### config.mk
export PLATFORM = sky130hd
export DESIGN_NAME = frame_burst_writer
export DESIGN_NICKNAME = d
export VERILOG_FILES = /design/src/rtl/frame_burst_writer.sv
export SDC_FILE = /design/constraint.sdc
export NUM_CORES = 1
export LEC_CHECK = 0
export BUFFER_PORTS_ARGS = -buffer_cell sky130_fd_sc_hd__clkbuf_2
export CORE_UTILIZATION = 30
export DETAILED_ROUTE_END_ITERATION = 8
export GPL_TIMING_DRIVEN = 1
export SLEW_MARGIN = 20
export SYNTH_ARGS = -nofsm -noshare
export SYNTH_HDL_FRONTEND = slang
export SYNTH_SLANG_ARGS = --single-unit
### constraint.sdc
create_clock -name mem_clk -period 5.67 [get_ports mem_clk]
set_clock_uncertainty 0.1 [all_clocks]
set_input_delay 1.134 -clock mem_clk [delete_from_list [all_inputs] [get_ports mem_clk]]
set_output_delay 1.134 -clock mem_clk [all_outputs]
set_load 0.05 [all_outputs]
### src/rtl/frame_burst_writer.sv
// ---------------------------------------------------------------------------
// frame_burst_writer
//   Write-channel front end for one video input. Drains a pixel FIFO in the
//   mem_clk domain into SDRAM as fixed-length bursts. It walks linear
//   addresses through the frame and rotates through BUF_NUM frame buffers.
//
// Ports:
//   rst_n             async active-low reset
//   mem_clk           memory clock (only clock)
//   frame_start       one-cycle pulse, start of a new input frame
//   base_addr         address of buffer 0 (static)
//   frame_words       words per frame (static, nonzero)
//   fifo_rdusedw      words currently held in the pixel FIFO
//   fifo_rd_req       FIFO read strobe (normal-mode FIFO, data one cycle later)
//   fifo_rd_data      FIFO output data
//   wr_burst_req      burst request to the write arbiter
//   wr_burst_len      words in the current burst
//   wr_burst_addr     start address of the current burst
//   wr_burst_data_req per-word data strobe from the arbiter
//   wr_burst_data     write data (FIFO output passed straight through)
//   wr_burst_finish   one-cycle burst-complete pulse from the arbiter
//   cur_bank          frame buffer index being written
//   frame_done        one-cycle pulse when the last burst of a frame finishes
//   frame_overrun     one-cycle pulse when a frame starts before the previous
//                     frame has completed
// ---------------------------------------------------------------------------
module frame_burst_writer #(
  parameter int          MEM_DATA_BITS = 32,
  parameter logic [9:0]  BURST_LEN     = 10'd128,
  parameter int          BUF_NUM       = 3,
  parameter logic [23:0] FRAME_STRIDE  = 24'h080000
) (
  input  logic                     rst_n,
  input  logic                     mem_clk,
  input  logic                     frame_start,
  input  logic [23:0]              base_addr,
  input  logic [23:0]              frame_words,
  input  logic [10:0]              fifo_rdusedw,
  output logic                     fifo_rd_req,
  input  logic [MEM_DATA_BITS-1:0] fifo_rd_data,
  output logic                     wr_burst_req,
  output logic [9:0]               wr_burst_len,
  output logic [23:0]              wr_burst_addr,
  input  logic                     wr_burst_data_req,
  output logic [MEM_DATA_BITS-1:0] wr_burst_data,
  input  logic                     wr_burst_finish,
  output logic [1:0]               cur_bank,
  output logic                     frame_done,
  output logic                     frame_overrun
);

  localparam logic [1:0] ST_IDLE  = 2'd0;
  localparam logic [1:0] ST_WAIT  = 2'd1;
  localparam logic [1:0] ST_BURST = 2'd2;

  localparam logic [1:0] LAST_BANK = 2'(BUF_NUM - 1);

  logic [1:0]  state_r;
  logic [23:0] bank_base_r;
  logic [23:0] remain_r;
  logic        pend_start_r;
  logic        first_frame_r;

  logic [1:0]  next_bank_s;
  logic [23:0] next_base_s;
  logic [9:0]  len_n_s;
  logic        fifo_ready_s;
  logic [23:0] remain_sub_s;
  logic        load_frame_s;

  // The FIFO is normal-mode, so the strobe is passed through only while a
  // burst owns the channel; the word appears one cycle later on rd_data.
  assign fifo_rd_req   = (state_r == ST_BURST) ? wr_burst_data_req : 1'b0;
  assign wr_burst_data = fifo_rd_data;

  // Next buffer selection: wrap to buffer 0 after the last one or on the
  // first frame after reset.
  always_comb begin
    next_bank_s = 2'd0;
    next_base_s = base_addr;
    if (first_frame_r || (cur_bank == LAST_BANK)) begin
      next_bank_s = 2'd0;
      next_base_s = base_addr;
    end else begin
      next_bank_s = cur_bank + 2'd1;
      next_base_s = bank_base_r + FRAME_STRIDE;
    end
  end

  // Burst length and readiness: the last burst of a frame may be short.
  always_comb begin
    len_n_s = BURST_LEN;
    if (remain_r < {14'd0, BURST_LEN}) begin
      len_n_s = remain_r[9:0];
    end else begin
      len_n_s = BURST_LEN;
    end
    fifo_ready_s = (fifo_rdusedw >= {1'b0, len_n_s});
    remain_sub_s = remain_r - {14'd0, wr_burst_len};
  end

  // A new frame is loaded from IDLE (fresh or pending start) or restarted
  // from WAIT when a start abandons the frame before its next burst.
  always_comb begin
    load_frame_s = 1'b0;
    if ((state_r == ST_IDLE) && (frame_start || pend_start_r)) begin
      load_frame_s = 1'b1;
    end else if ((state_r == ST_WAIT) && frame_start) begin
      load_frame_s = 1'b1;
    end else begin
      load_frame_s = 1'b0;
    end
  end

  // Main control FSM and registered outputs.
  always_ff @(posedge mem_clk or negedge rst_n) begin
    if (!rst_n) begin
      state_r       <= ST_IDLE;
      bank_base_r   <= 24'd0;
      remain_r      <= 24'd0;
      pend_start_r  <= 1'b0;
      first_frame_r <= 1'b1;
      cur_bank      <= 2'd0;
      wr_burst_req  <= 1'b0;
      wr_burst_len  <= 10'd0;
      wr_burst_addr <= 24'd0;
      frame_done    <= 1'b0;
      frame_overrun <= 1'b0;
    end else begin
      frame_done    <= 1'b0;
      frame_overrun <= 1'b0;
      if (load_frame_s) begin
        cur_bank      <= next_bank_s;
        bank_base_r   <= next_base_s;
        wr_burst_addr <= next_base_s;
        remain_r      <= frame_words;
        pend_start_r  <= 1'b0;
        first_frame_r <= 1'b0;
        state_r       <= ST_WAIT;
        // Restarting from WAIT throws away the rest of the old frame.
        frame_overrun <= (state_r == ST_WAIT);
      end else begin
        case (state_r)
          ST_IDLE: begin
            state_r <= ST_IDLE;
          end
          ST_WAIT: begin
            if (fifo_ready_s) begin
              wr_burst_len <= len_n_s;
              wr_burst_req <= 1'b1;
              state_r      <= ST_BURST;
            end else begin
              state_r <= ST_WAIT;
            end
          end
          ST_BURST: begin
            // The arbiter only samples the request in its check slot, so
            // the request stays up until the burst is reported finished.
            if (frame_start) begin
              frame_overrun <= 1'b1;
              pend_start_r  <= 1'b1;
            end else begin
              pend_start_r  <= pend_start_r;
            end
            if (wr_burst_finish) begin
              wr_burst_req  <= 1'b0;
              wr_burst_addr <= wr_burst_addr + {14'd0, wr_burst_len};
              remain_r      <= remain_sub_s;
              if (frame_start || pend_start_r) begin
                state_r <= ST_IDLE;
              end else if (remain_sub_s == 24'd0) begin
                frame_done <= 1'b1;
                state_r    <= ST_IDLE;
              end else begin
                state_r <= ST_WAIT;
              end
            end else begin
              state_r <= ST_BURST;
            end
          end
          default: begin
            state_r <= ST_IDLE;
          end
        endcase
      end
    end
  end

endmodule

# Word level (Yosys, flattened, before mapping)
# Cells that the tools add are included.
# W data, S select, Z words.
# totals
out_inout_bits	72
reg_bits	91
mem_count	0
ram_bits	0
latch_bits	0
rom_bits	0
# classes
n_eq_ne	5
n_reduce_logical	14
n_mul	0
div_mod_pow	0
n_addsub	4
n_shift	0
n_bitwise	1
muxes	32
magnitude_cmp	2
# op_table
cell	count
$mux W24	7
$add A24 B10 Y24	1
$add A24 B20 Y24 const B	1
$logic_not A24 Y1	1
$lt A24 B8 Y1 const B	1
$sub A24 B10 Y24	1
$mux W1	18
$ge A11 B10 Y1	1
$mux W10	1
$mux W2	4
$reduce_bool A2 Y1	4
$eq A2 B2 Y1 const B	2
$ne A2 B2 Y1 const B	2
$pmux W2 S2	1
$reduce_and A2 Y1	2
$reduce_and A4 Y1	1
$reduce_and A3 Y1	1
$add A2 B1 Y2 const B	1
$eq A2 B1 Y1 const B	1
$logic_and A1 B1 Y1	2
$logic_not A2 Y1	1
$logic_or A1 B1 Y1	2
$pmux W1 S2	1
$not A1 Y1	1

# Logic depth before layout (Yosys ltp)
# logic_depth
depth_word	7
mapped_depth	15

# Least setup slack after synthesis
# No wires, ideal clock.
# synth_path
path_type	reg2reg
startpoint	register remain_r[12]
endpoint	register wr_burst_len[0]
period_less_slack_ns	3.471
setup_slack_ns	2.199
required_time_ns	5.445
t_arrival_ns	3.246
setup_time_ns	0.125
path_stages_with_launch	14
cell_sequence	dfrtp_1 -> or4_4 -> nor3_1 -> and3_1 -> clkbuf_1 -> nand2_1 -> ha_1 -> nand2b_1 -> a21oi_1 -> nor3_1 -> o2111a_1 -> nor2_1 -> nand3_1 -> mux2_2
# synth_between
elab_chain_cells	4
# synth_lines
element	line	source
start, declared	60	logic [23:0] remain_r;
start signal, assigned	136	remain_r <= frame_words;
start signal, assigned	168	remain_r <= remain_sub_s;
$lt A24 B8 Y1 *	93	if (remain_r < {14'd0, BURST_LEN}) begin
$mux W10 *	93	
$ge A11 B10 Y1	98	fifo_ready_s = (fifo_rdusedw >= {1'b0, len_n_s});
$reduce_and A3 Y1 (no line)	n/a	
end signal, assigned	149	wr_burst_len <= len_n_s;
end, declared	42	output logic [9:0] wr_burst_len,
# Mark *: on every way between the ends. The rest lies on a longest branch, timed or not.
# A chain may end at the register's enable or synchronous reset.

# Final worst setup path
# layout_path
startpoint	register remain_r[18]
endpoint	register wr_burst_len[0]
# The elaborated chain is that of the path after synthesis.

==> impl_metrics.tcl <==
set metrics [dict create \
    drt_iter0_markers 296 \
    synth_top_flop_cell "dfrtp_1" \
    place_ws_ps 1780 \
    core_um2 20200 \
    rsz0062_at_grt "no" \
    finalCritPeriodShare_pct 69.9 \
    synth_seq_cells 91 \
    post-cts-setup-buffer-count 0 \
    synth_top_area_share_pct 36.3 \
    antenna_found_initial 0 \
    tightest_slew_ps 812 \
    dp_hpwl_mm 13.1 \
    worstSkewPairLatency_ps 370 \
    cp_cell_sequence "nor4_1 > nand2_1 > nor3_1 > and3_1 > nand2_1 > ha_1 > o21ai_0 > a21oi_1 > nor3_1 > o2111a_1 > nor2_1 > nand3_1 > mux2_2" \
    wl_per_cell_um 16.8 \
    critPathLaunchType "flip-flop" \
    cp_max_fo 9 \
    postRouteAntennaNets 0 \
    clock-sinks 91 \
    fin_ws_ps 1710 \
    synth-seq-area-share_pct 36.7 \
    critPathTopFamily "simple AND/OR/NAND/NOR gates" \
    nets 903 \
    status "finished, final reports clean" \
    diodes 0 \
    die_w_um 146 \
    wl_mm 17.5 \
    n_fill_cell 2083 \
    netlist_area_um2 6200 \
    layout_common_cells "nand2_1, clkbuf_2, dfrtp_1, nor2_1, a21oi_1" \
    slew_headroom_pct 45.7 \
    numCtsBuffers 9 \
    synth_xor_area_share_pct 5.93 \
    finalSetupViolCount 0 \
    yosysTopAreaCell "dfrtp_1" \
    grt_pass1_wl_mm 27.6 \
    cts_htree_levels 3 \
    synth_compound_area_share_pct 16.7 \
    syn_inst 713 \
    power.leakage_nw 3.13 \
    yosysWarnings 0 \
    top_level_ports 168 \
    synth_mux_area_share_pct 5.24 \
    arrival_ps 4110 \
    synth_top_family_by_area "simple AND/OR/NAND/NOR gates" \
    power.density_nw_per_um2 540 \
    grt_usage_pct 16.8 \
    hold_violations 0 \
    row_count 52 \
    cp.required_ps 5820 \
    synth_edf_count 0 \
    peakVddDrop_mv 0.163 \
    grt_max_degree 71 \
    port_buffers 103 \
    endpoint_kind "flip-flop" \
    synth.distinct_cells 61 \
    worst-setup-path-type "flip-flop to flip-flop" \
    max_freq_mhz 252 \
    fin_cells 1045 \
    final_common_cell "nand2_1" \
    min_period_ps 3960 \
    first_pass_iters 5 \
    path_buf_inv 0 \
    slew_viol_final 0 \
    first_global_vias 4909 \
    synth_fa_ha_area_share_pct 7.70 \
    hold_class "flip-flop to flip-flop" \
    globalplace.congestion 0.902 \
    initial_core_util_pct 30.7 \
    clockRootBuffer "clkbuf_16" \
    async_flop_share_pct 100 \
    post_cts_resized 0 \
    drc_errors 0 \
    final.setup.tns_ps 0 \
    dieArea_um2 21300 \
    drive_gt1_share_pct 21.2 \
    power.total_mw 3.82 \
    overflow 0 \
    via_count 5246 \
    max_cap_violations 0 \
    place_inst 1029 \
    crit_slowest_cell "nor4_1" \
    postSynthAreaPerCell_um2 8.70 \
    area_growth_pct 13.9 \
    cts_hold_buf 0 \
    vias_per_cell 5.02 \
    tritoncts "yes" \
    clk_pin_slew_ps 70 \
    synthSimpleGateAreaFrac_pct 20.2 \
    slowest_delay_ps 450 \
    synth.area.top_cells "dfrtp_1, ha_1, nand2_1" \
    cts_buffer_depth 2 \
    die_y_um 146 \
]
==> logic make-up after synthesis <==
family / count (synthesis)
flip-flops: 91
AO/OA/AOI/OAI: 158
AND/OR/NAND/NOR: 264
XOR/XNOR: 42
buffers and inverters: 90
adder cells (fa/ha/maj): 37
multiplexers: 30
other: 1
==> Yosys cell counts (all sizes together), types with 15 or more instances <==
| master | count |
|---|---|
| nand2 | 113 |
| dfrtp | 90 |
| nor2 | 48 |
| buf | 40 |
| o21ai | 39 |
| a21oi | 36 |
| ha | 35 |
| clkbuf | 25 |
| inv | 25 |
| a31oi | 24 |
| xnor2 | 23 |
| nor3 | 21 |
| mux2 | 20 |
| xor2 | 19 |
| and3 | 17 |
| nand3 | 15 |
==> worst reg2reg max path, delay by kind of cell, from the launching register on <==
kind / cells / cell delay, ps
AOI/OAI and AO/OA: 3 / 450
adders and majority gates: 1 / 310
DFF: 1 / 410
muxes: 1 / 430
and+or+nand+nor: 8 / 2130
==> per-stage QoR <==
stage	utilization [%]	cell area (um2)	hold slack [ps]
floorplan	-	6210	370
global placement	33.4	6750	387
detailed placement	33.4	6750	389
CTS	34.9	7070	413
global route	34.9	7070	424
finish	34.9	7070	410
==> sequential cells by signal (all words and copies together) (netlist names) <==
signal,cells
wr_burst_addr,24
bank_base_r,24
wr_burst_len,10
pend_start_r,1
cur_bank,2
first_frame_r,1
state_r,2
frame_done,1
remain_r,24
wr_burst_req,1
frame_overrun,1
==> metal layers <==
layer / track usage, % / routed length [um]
met4: 5.37 / 287
met2: 25.1 / 7750
met1: 23.5 / 8490
met5: 0 / 0
met3: 4.33 / 983
==> where the power goes <==
part           switching, mW  internal, mW  leakage (nW)
sequential             0.276         0.923          1.09
clock                  0.303         0.355         0.156
combinational           1.27         0.691          1.89
total                   1.85          1.97          3.13
==> final timing paths <==
path | cells after the start | to | start | slack (ps)
setup / recovery | 13 | wr_burst_len[0] | remain_r[18] | 1710
setup reg to reg | 13 | wr_burst_len[0] | remain_r[18] | 1710
max in group asynchronous | 2 | wr_burst_addr[9] | rst_n | 3720
hold reg to reg | 1 | bank_base_r[3] | bank_base_r[3] | 410
hold / removal | 1 | bank_base_r[3] | bank_base_r[3] | 410
min in group asynchronous | 1 | remain_r[20] | rst_n | 700
==> area by class of cell <==
type / instances / area (um2) / area share [%]
flip-flops and latches: 91 / 2280 / 32.2
repair buffers: 110 / 571 / 8.07
clock inverters: 7 / 90.1 / 1.27
clock buffers: 9 / 225 / 3.19
well taps: 270 / 338 / 4.78
inverters: 25 / 93.8 / 1.33
multi-input cells: 533 / 3470 / 49.1
Power figures use the tool's default switching activity.
